[src/rtl/music_pkg.sv]
// Shared music constants and the slot index type used by the sequencer and voice_synth.
package music_pkg;

    localparam int NUM_SLOTS      = 4;
    localparam int CELLO_AMP_DEF  = 64;
    localparam int VIOLIN_AMP_DEF = 48;

    typedef logic [1:0] slot_t;

    function automatic int voice_amp(input slot_t s, input int cello_amp, input int violin_amp);
        int amp;
        case (s)
            2'd0:    amp = cello_amp;
            default: amp = violin_amp;
        endcase
        return amp;
    endfunction

endpackage

[src/rtl/voice_synth_if.sv]
// Sequencer-facing bus of voice_synth: slot/divider/enable in, mixed sample and tone bits out.
interface voice_synth_if #(
    parameter int DIV_W    = 11,
    parameter int SAMPLE_W = 8
);
    import music_pkg::*;

    slot_t                slot;
    logic [DIV_W-1:0]     divider;
    logic                 enable;
    logic [SAMPLE_W-1:0]  sample;
    logic                 sample_valid;
    logic [NUM_SLOTS-1:0] tones;

    modport master (output slot, divider, enable, input sample, sample_valid, tones);
    modport slave  (input slot, divider, enable, output sample, sample_valid, tones);

endinterface

[src/rtl/voice_mix_acc.sv]
// Frame accumulator for voice_synth: sums slot contributions, saturates and registers the sample.
module voice_mix_acc
    import music_pkg::*;
#(
    parameter int SAMPLE_W = 8
) (
    input  logic                clk,
    input  logic                rst,
    input  slot_t               slot,
    input  logic [SAMPLE_W-1:0] contrib,
    output logic [SAMPLE_W-1:0] sample,
    output logic                sample_valid
);

    localparam int ACC_W = SAMPLE_W + 1;
    localparam logic [ACC_W:0] SAT_MAX = {2'b00, {SAMPLE_W{1'b1}}};

    logic [ACC_W-1:0] acc_r;
    logic             armed_r;
    logic [ACC_W:0]   sum_s;
    logic [ACC_W-1:0] acc_nxt_s;

    function automatic logic [SAMPLE_W-1:0] sat(input logic [ACC_W:0] v);
        logic [SAMPLE_W-1:0] r;
        if (v > SAT_MAX) begin
            r = {SAMPLE_W{1'b1}};
        end else begin
            r = v[SAMPLE_W-1:0];
        end
        return r;
    endfunction

    // Running sum; clamps at the accumulator ceiling so repeated out-of-order visits cannot wrap.
    always_comb begin
        sum_s     = {1'b0, acc_r} + {2'b00, contrib};
        acc_nxt_s = '0;
        if (slot == 2'd0) begin
            acc_nxt_s = {1'b0, contrib};
        end else if (sum_s[ACC_W]) begin
            acc_nxt_s = {ACC_W{1'b1}};
        end else begin
            acc_nxt_s = sum_s[ACC_W-1:0];
        end
    end

    // armed_r blocks sample updates until a slot-0 visit has started a fresh frame.
    always_ff @(posedge clk) begin
        if (rst) begin
            acc_r        <= '0;
            armed_r      <= 1'b0;
            sample       <= '0;
            sample_valid <= 1'b0;
        end else begin
            acc_r        <= acc_nxt_s;
            sample_valid <= (slot == 2'd3) && armed_r;
            if (slot == 2'd0) begin
                armed_r <= 1'b1;
            end
            if ((slot == 2'd3) && armed_r) begin
                sample <= sat(sum_s);
            end
        end
    end

endmodule

[src/rtl/voice_synth.sv]
// Time-multiplexed four-voice square-wave oscillator bank with frame mixer.
// Optional macro VOICE_SYNTH_RETRIGGER_EN restarts a voice (tone high) whenever its divider changes.
module voice_synth
    import music_pkg::*;
#(
    parameter int DIV_W      = 11,
    parameter int SAMPLE_W   = 8,
    parameter int CELLO_AMP  = CELLO_AMP_DEF,
    parameter int VIOLIN_AMP = VIOLIN_AMP_DEF
) (
    input  logic         clk,
    input  logic         rst,
    voice_synth_if.slave bus
);

    logic [DIV_W-1:0]     cnt_r [NUM_SLOTS];
    logic [NUM_SLOTS-1:0] tone_r;
    logic [DIV_W-1:0]     cnt_cur_s;
    logic [DIV_W-1:0]     cnt_nxt_s;
    logic                 tone_cur_s;
    logic                 tone_nxt_s;
    logic                 div_zero_s;
    logic                 retrig_s;
    logic [SAMPLE_W-1:0]  contrib_s;

    // Serviced slot's stored state and its contribution, taken from the pre-update tone.
    always_comb begin
        cnt_cur_s  = cnt_r[bus.slot];
        tone_cur_s = tone_r[bus.slot];
        div_zero_s = (bus.divider == '0);
        if (bus.enable && tone_cur_s && !div_zero_s) begin
            contrib_s = SAMPLE_W'(voice_amp(bus.slot, CELLO_AMP, VIOLIN_AMP));
        end else begin
            contrib_s = '0;
        end
    end

`ifdef VOICE_SYNTH_RETRIGGER_EN
    logic [DIV_W-1:0] last_div_r [NUM_SLOTS];

    // A divider differing from the one seen on the previous visit marks a note onset.
    always_comb begin
        retrig_s = (bus.divider != last_div_r[bus.slot]);
    end

    // Divider history, refreshed on every visit of a slot.
    always_ff @(posedge clk) begin
        if (rst) begin
            for (int i = 0; i < NUM_SLOTS; i++) begin
                last_div_r[i] <= '0;
            end
        end else begin
            last_div_r[bus.slot] <= bus.divider;
        end
    end
`else
    // Without retrigger the phase simply carries across divider changes.
    always_comb begin
        retrig_s = 1'b0;
    end
`endif

    // Oscillator step; >= lets a shrinking divider wrap at once instead of counting through 2^DIV_W.
    always_comb begin
        cnt_nxt_s  = cnt_cur_s;
        tone_nxt_s = tone_cur_s;
        if (!bus.enable) begin
            cnt_nxt_s  = cnt_cur_s;
            tone_nxt_s = tone_cur_s;
        end else if (div_zero_s) begin
            cnt_nxt_s  = '0;
            tone_nxt_s = 1'b0;
        end else if (retrig_s) begin
            cnt_nxt_s  = '0;
            tone_nxt_s = 1'b1;
        end else if (cnt_cur_s >= (bus.divider - DIV_W'(1))) begin
            cnt_nxt_s  = '0;
            tone_nxt_s = ~tone_cur_s;
        end else begin
            cnt_nxt_s  = cnt_cur_s + DIV_W'(1);
            tone_nxt_s = tone_cur_s;
        end
    end

    // Per-slot phase counters and tone bits; only the serviced slot is written.
    always_ff @(posedge clk) begin
        if (rst) begin
            for (int i = 0; i < NUM_SLOTS; i++) begin
                cnt_r[i] <= '0;
            end
            tone_r <= '0;
        end else begin
            cnt_r[bus.slot]  <= cnt_nxt_s;
            tone_r[bus.slot] <= tone_nxt_s;
        end
    end

    assign bus.tones = tone_r;

    voice_mix_acc #(
        .SAMPLE_W (SAMPLE_W)
    ) u_mix (
        .clk          (clk),
        .rst          (rst),
        .slot         (bus.slot),
        .contrib      (contrib_s),
        .sample       (bus.sample),
        .sample_valid (bus.sample_valid)
    );

endmodule

[src/flat_wrapper.sv]
// flat-port wrapper written by rule: the top's interface ports become plain ports
module voice_synth_flat import music_pkg::*;
#(
    parameter int DIV_W      = 11,
    parameter int SAMPLE_W   = 8,
    parameter int CELLO_AMP  = CELLO_AMP_DEF,
    parameter int VIOLIN_AMP = VIOLIN_AMP_DEF
)
  (clk, rst, bus_slot, bus_divider, bus_enable, bus_sample, bus_sample_valid, bus_tones);
  voice_synth_if #(.DIV_W(DIV_W), .SAMPLE_W(SAMPLE_W)) bus_i ();
  input  logic clk;
  input  logic rst;
  input wire logic [$bits(bus_i.slot)-1:0] bus_slot;
  input wire logic [$bits(bus_i.divider)-1:0] bus_divider;
  input wire logic [$bits(bus_i.enable)-1:0] bus_enable;
  output wire logic [$bits(bus_i.sample)-1:0] bus_sample;
  output wire logic [$bits(bus_i.sample_valid)-1:0] bus_sample_valid;
  output wire logic [$bits(bus_i.tones)-1:0] bus_tones;
  assign bus_i.slot = bus_slot;
  assign bus_i.divider = bus_divider;
  assign bus_i.enable = bus_enable;
  assign bus_sample = bus_i.sample;
  assign bus_sample_valid = bus_i.sample_valid;
  assign bus_tones = bus_i.tones;
  voice_synth #(.DIV_W(DIV_W), .SAMPLE_W(SAMPLE_W), .CELLO_AMP(CELLO_AMP), .VIOLIN_AMP(VIOLIN_AMP)) u_core (.clk(clk), .rst(rst), .bus(bus_i));
endmodule
[config.mk]
export PLATFORM = sky130hd
export DESIGN_NAME = voice_synth_flat
export DESIGN_NICKNAME = d
export VERILOG_FILES = /design/src/rtl/music_pkg.sv /design/src/rtl/voice_synth_if.sv /design/src/rtl/voice_mix_acc.sv /design/src/rtl/voice_synth.sv /design/src/flat_wrapper.sv
export SDC_FILE = /design/constraint.sdc
export NUM_CORES = 1
export LEC_CHECK = 0
export ABC_AREA = 1
export ABC_CLOCK_PERIOD_IN_PS = 8550
export BUFFER_PORTS_ARGS = -buffer_cell sky130_fd_sc_hd__buf_2
export CELL_PAD_IN_SITES_DETAIL_PLACEMENT = 2
export CELL_PAD_IN_SITES_GLOBAL_PLACEMENT = 2
export CORE_UTILIZATION = 39
export DETAILED_ROUTE_END_ITERATION = 6
export GPL_TIMING_DRIVEN = 0
export PLACE_DENSITY_LB_ADDON = 0.1
export SLEW_MARGIN = 15
export SYNTH_ARGS = -nofsm -noshare
export SYNTH_HDL_FRONTEND = slang
export SYNTH_SLANG_ARGS = --single-unit
[constraint.sdc]
create_clock -name clk -period 8.55 [get_ports clk]
set_input_delay 0.855 -clock clk [delete_from_list [all_inputs] [get_ports clk]]
set_output_delay 0.855 -clock clk [all_outputs]
set_load 0.02 [all_outputs]
==> flow_summary.toml <==
[critical_path]
crit_path_start_kind = "primary input"
crit_fanout = 10
cp-startpoint = "bus_slot[0]"
crit_type = "primary input to flip-flop"
worst_ep_arrival_time_ns = 3.97
required_ns = 8.75
reg2reg_depth = 12
regToRegSetupSlack_ns = 5.45
r2r_end = "u_core.u_mix.sample[5]"
endpoint = "u_core.u_mix.sample[5]"
crit_path_end_kind = "flip-flop"
r2r-start = "u_core.bus.tones[3]"

[global_route]
antenna_found_initial = 0
grt_max_degree = 15
grt_pass1_vias = 3461
grt_pass1_wl_um = 18000
grt_usage = 0.246
grt_overflow = 0

[placement]
dp_slack_ns = 4.44
placed_area_um2 = 3940
dp_hpwl_um = 8600
portBuffers = 26
globalplace.congestion = 0.765

[floorplan]
dieArea_um2 = 9800
io_pins = 29
std_cell_rows = 35
initial_core_util = 0.399
dieHeight_um = 99.0
die_w_um = 99.0
coreArea_um2 = 9200

[detailed_routing]
remaining_drc_errors = 0
routed-via-count = 3199
drt_iter0_markers = 136
drt-total-wl_um = 11300
wire_per_inst_um = 18.6
ant_nets = 0
drt_first_pass_iters = 4
vias_per_cell = 5.24

[sta]
fin_crit_sh = 0.441
fin_tns_setup_ns = 0
fmax_mhz = 265
setup_violations = 0
tightest_slew_ns = 0.697
fin_crit_ns = 3.77
max_slew_margin = 0.535
setup_ws_ns = 4.78
rsz0062_at_grt = "false"
slew_violations = 0
skew_ns = 0.0207
hold_violations = 0

[run]
max_cap_viol_count = 0

[cells_and_area]
fill_cells = 1094
syn_to_final_growth_pct = 12.4
seq_area_um2 = 1660
multi_input_area_um2 = 1690
design_area_um2 = 4130
drive_gt1_frac = 0.144
fin_nets = 529
antenna_cells = 0

[synth]
yosysWarnings = 0
synth.distinct_cells = 39
yosysSeqAreaShare = 0.453
synth_seq_cells = 61
synth.net_count = 492
synthesis.area_um2 = 3670
syn_avg_cell_area_um2 = 8.01
syn_inst = 458

[clock_tree]
htree_levels = 3
cts_tree = "done"
insertion_delay_ns = 0.36
cts_buffers = 9
clock-sinks = 61
post_cts_buffers = 0
clkTransAtPathRegs_ns = 0.07
cts_resized = 0
hold_buffers = 0
root_buffer = "clkbuf_8"
cts_buffer_depth = 2

[pwr]
power_per_cell_area_nw_per_um2 = 176
p_leak_nw = 1.96
ir_drop_v = 0.0000887

[hold_path]
min_path_type = "flip-flop to flip-flop"
hold_path.startpoint = "u_core.u_mix.armed_r"

[status]
run_status = "finished, final reports clean"
==> through the flow <==
stage	utilization	std cells	hold WS [ns]	power [mW]
detailed placement	0.428	595	0.457	0.476
global placement	0.428	595	0.444	0.467
global route	0.449	610	0.497	0.755
CTS	0.449	610	0.474	0.729
floorplan	-	458	0.436	0.431
finish	0.449	610	0.467	0.726
==> per-layer routing <==
layer	vias up	routed length, um	global-route usage
met5	-	0	0
met4	0	202	0.0861
met3	13	394	0.0298
met2	60	5550	0.427
met1	1583	5170	0.315
li1	1543	-	-
==> how the worst min path moves through the flow <==
stage | to | slack (ns) | depth (start not counted)
6_report | u_core.u_mix.armed_r | 0.47 | 2
5_1_grt | u_core.u_mix.armed_r | 0.50 | 2
4_1_cts | u_core.u_mix.armed_r | 0.47 | 2
3_5_place_dp | u_core.u_mix.armed_r | 0.46 | 2
3_3_place_gp | u_core.u_mix.armed_r | 0.44 | 2
2_1_floorplan | u_core.u_mix.armed_r | 0.44 | 2
==> flip-flops by register name, indices dropped and copies added (netlist names) <==
register	cells
u_core.cnt_r	44
u_core.u_mix.acc_r	6
u_core.u_mix.sample	5
u_core.bus.tones	4
u_core.u_mix.armed_r	1
u_core.u_mix.sample_valid	1
==> cells in the mapped netlist (all sizes together) <==
cell type  count  area, um^2
nand4          7        43.8
nor3           9        45.0
o211ai         1        7.51
nand3b         2        27.5
o31ai          1        7.51
a21oi         16        91.3
xnor2          4        35.0
inv           55         214
or2            2        12.5
a22o           1        8.76
edfxtp        44        1320
clkbuf         5        18.8
a31oi          1        6.26
nand3         29         155
o21ai         11        55.1
nand2        144         563
and2           1        6.26
buf            9        83.8
ha            17         213
o22ai          1        6.26
dfxtp         17         340
xor2           5        43.8
a22oi          1        7.51
fa             1        20.0
a21boi         3        22.5
nor2          71         313
==> cell usage in the layout, fill, tap and decap left out, types with 2 or more instances in the layout <==
cell | Yosys | final
nand4_1 | 7 | 7
clkbuf_1 | 5 | 5
nand3_1 | 27 | 27
nand2_2 | 6 | 6
nor2_2 | 3 | 3
nand2_1 | 137 | 137
ha_1 | 17 | 17
a21oi_1 | 15 | 15
or2_2 | 2 | 2
inv_2 | 2 | 2
nand3_2 | 2 | 2
nor2_4 | 3 | 3
xor2_1 | 5 | 5
clkbuf_8 | 0 | 9
buf_2 | 1 | 27
a21boi_0 | 3 | 3
nor3_1 | 9 | 9
nor2_1 | 64 | 64
buf_6 | 3 | 3
o21ai_0 | 11 | 11
inv_1 | 52 | 52
xnor2_1 | 4 | 4
buf_4 | 4 | 4
dfxtp_1 | 17 | 17
edfxtp_1 | 44 | 44
==> where the power goes <==
group | internal [mW] | total (mW) | switching [mW]
Sequential | 0.336 | 0.342 | 0.00593
Clock | 0.133 | 0.258 | 0.125
Combinational | 0.0366 | 0.126 | 0.0896
==> cell type report <==
type                       count  share of cell area
buffer                        14              0.0249
timing repair buffer          26              0.0315
inverter                      55              0.0519
clock inverter                 6              0.0155
clock buffer                   9              0.0300
multi-input combinational    328               0.410
tap                          111              0.0337
sequential                    61               0.403
==> worst max-delay path: stages <==
cell      delay (ns)
buf_6           0.14
inv_8           0.09
buf_8           0.15
nand2_1         0.14
inv_1           0.10
nand2_1         0.07
o211ai_1        0.21
nand3_1         0.21
nor2_1          0.24
ha_1            0.22
inv_1           0.06
fa_1            0.37
or2_2           0.35
a21oi_1         0.22
nand3_1         0.11
o21ai_0         0.27
a31oi_1         0.16
==> cells by family (layout without fill, tap and decap cells) <==
logic type / after synthesis / after routing / synth area share
XOR/XNOR: 9 / 9 / 0.0215
flip-flops: 61 / 61 / 0.453
buffers and inverters: 69 / 110 / 0.0863
AND/OR/NAND/NOR: 265 / 265 / 0.318
adder cells (fa/ha/maj): 18 / 18 / 0.0634
AO/OA/AOI/OAI: 36 / 36 / 0.0580
No activity file was read; power rests on OpenSTA's default activity.
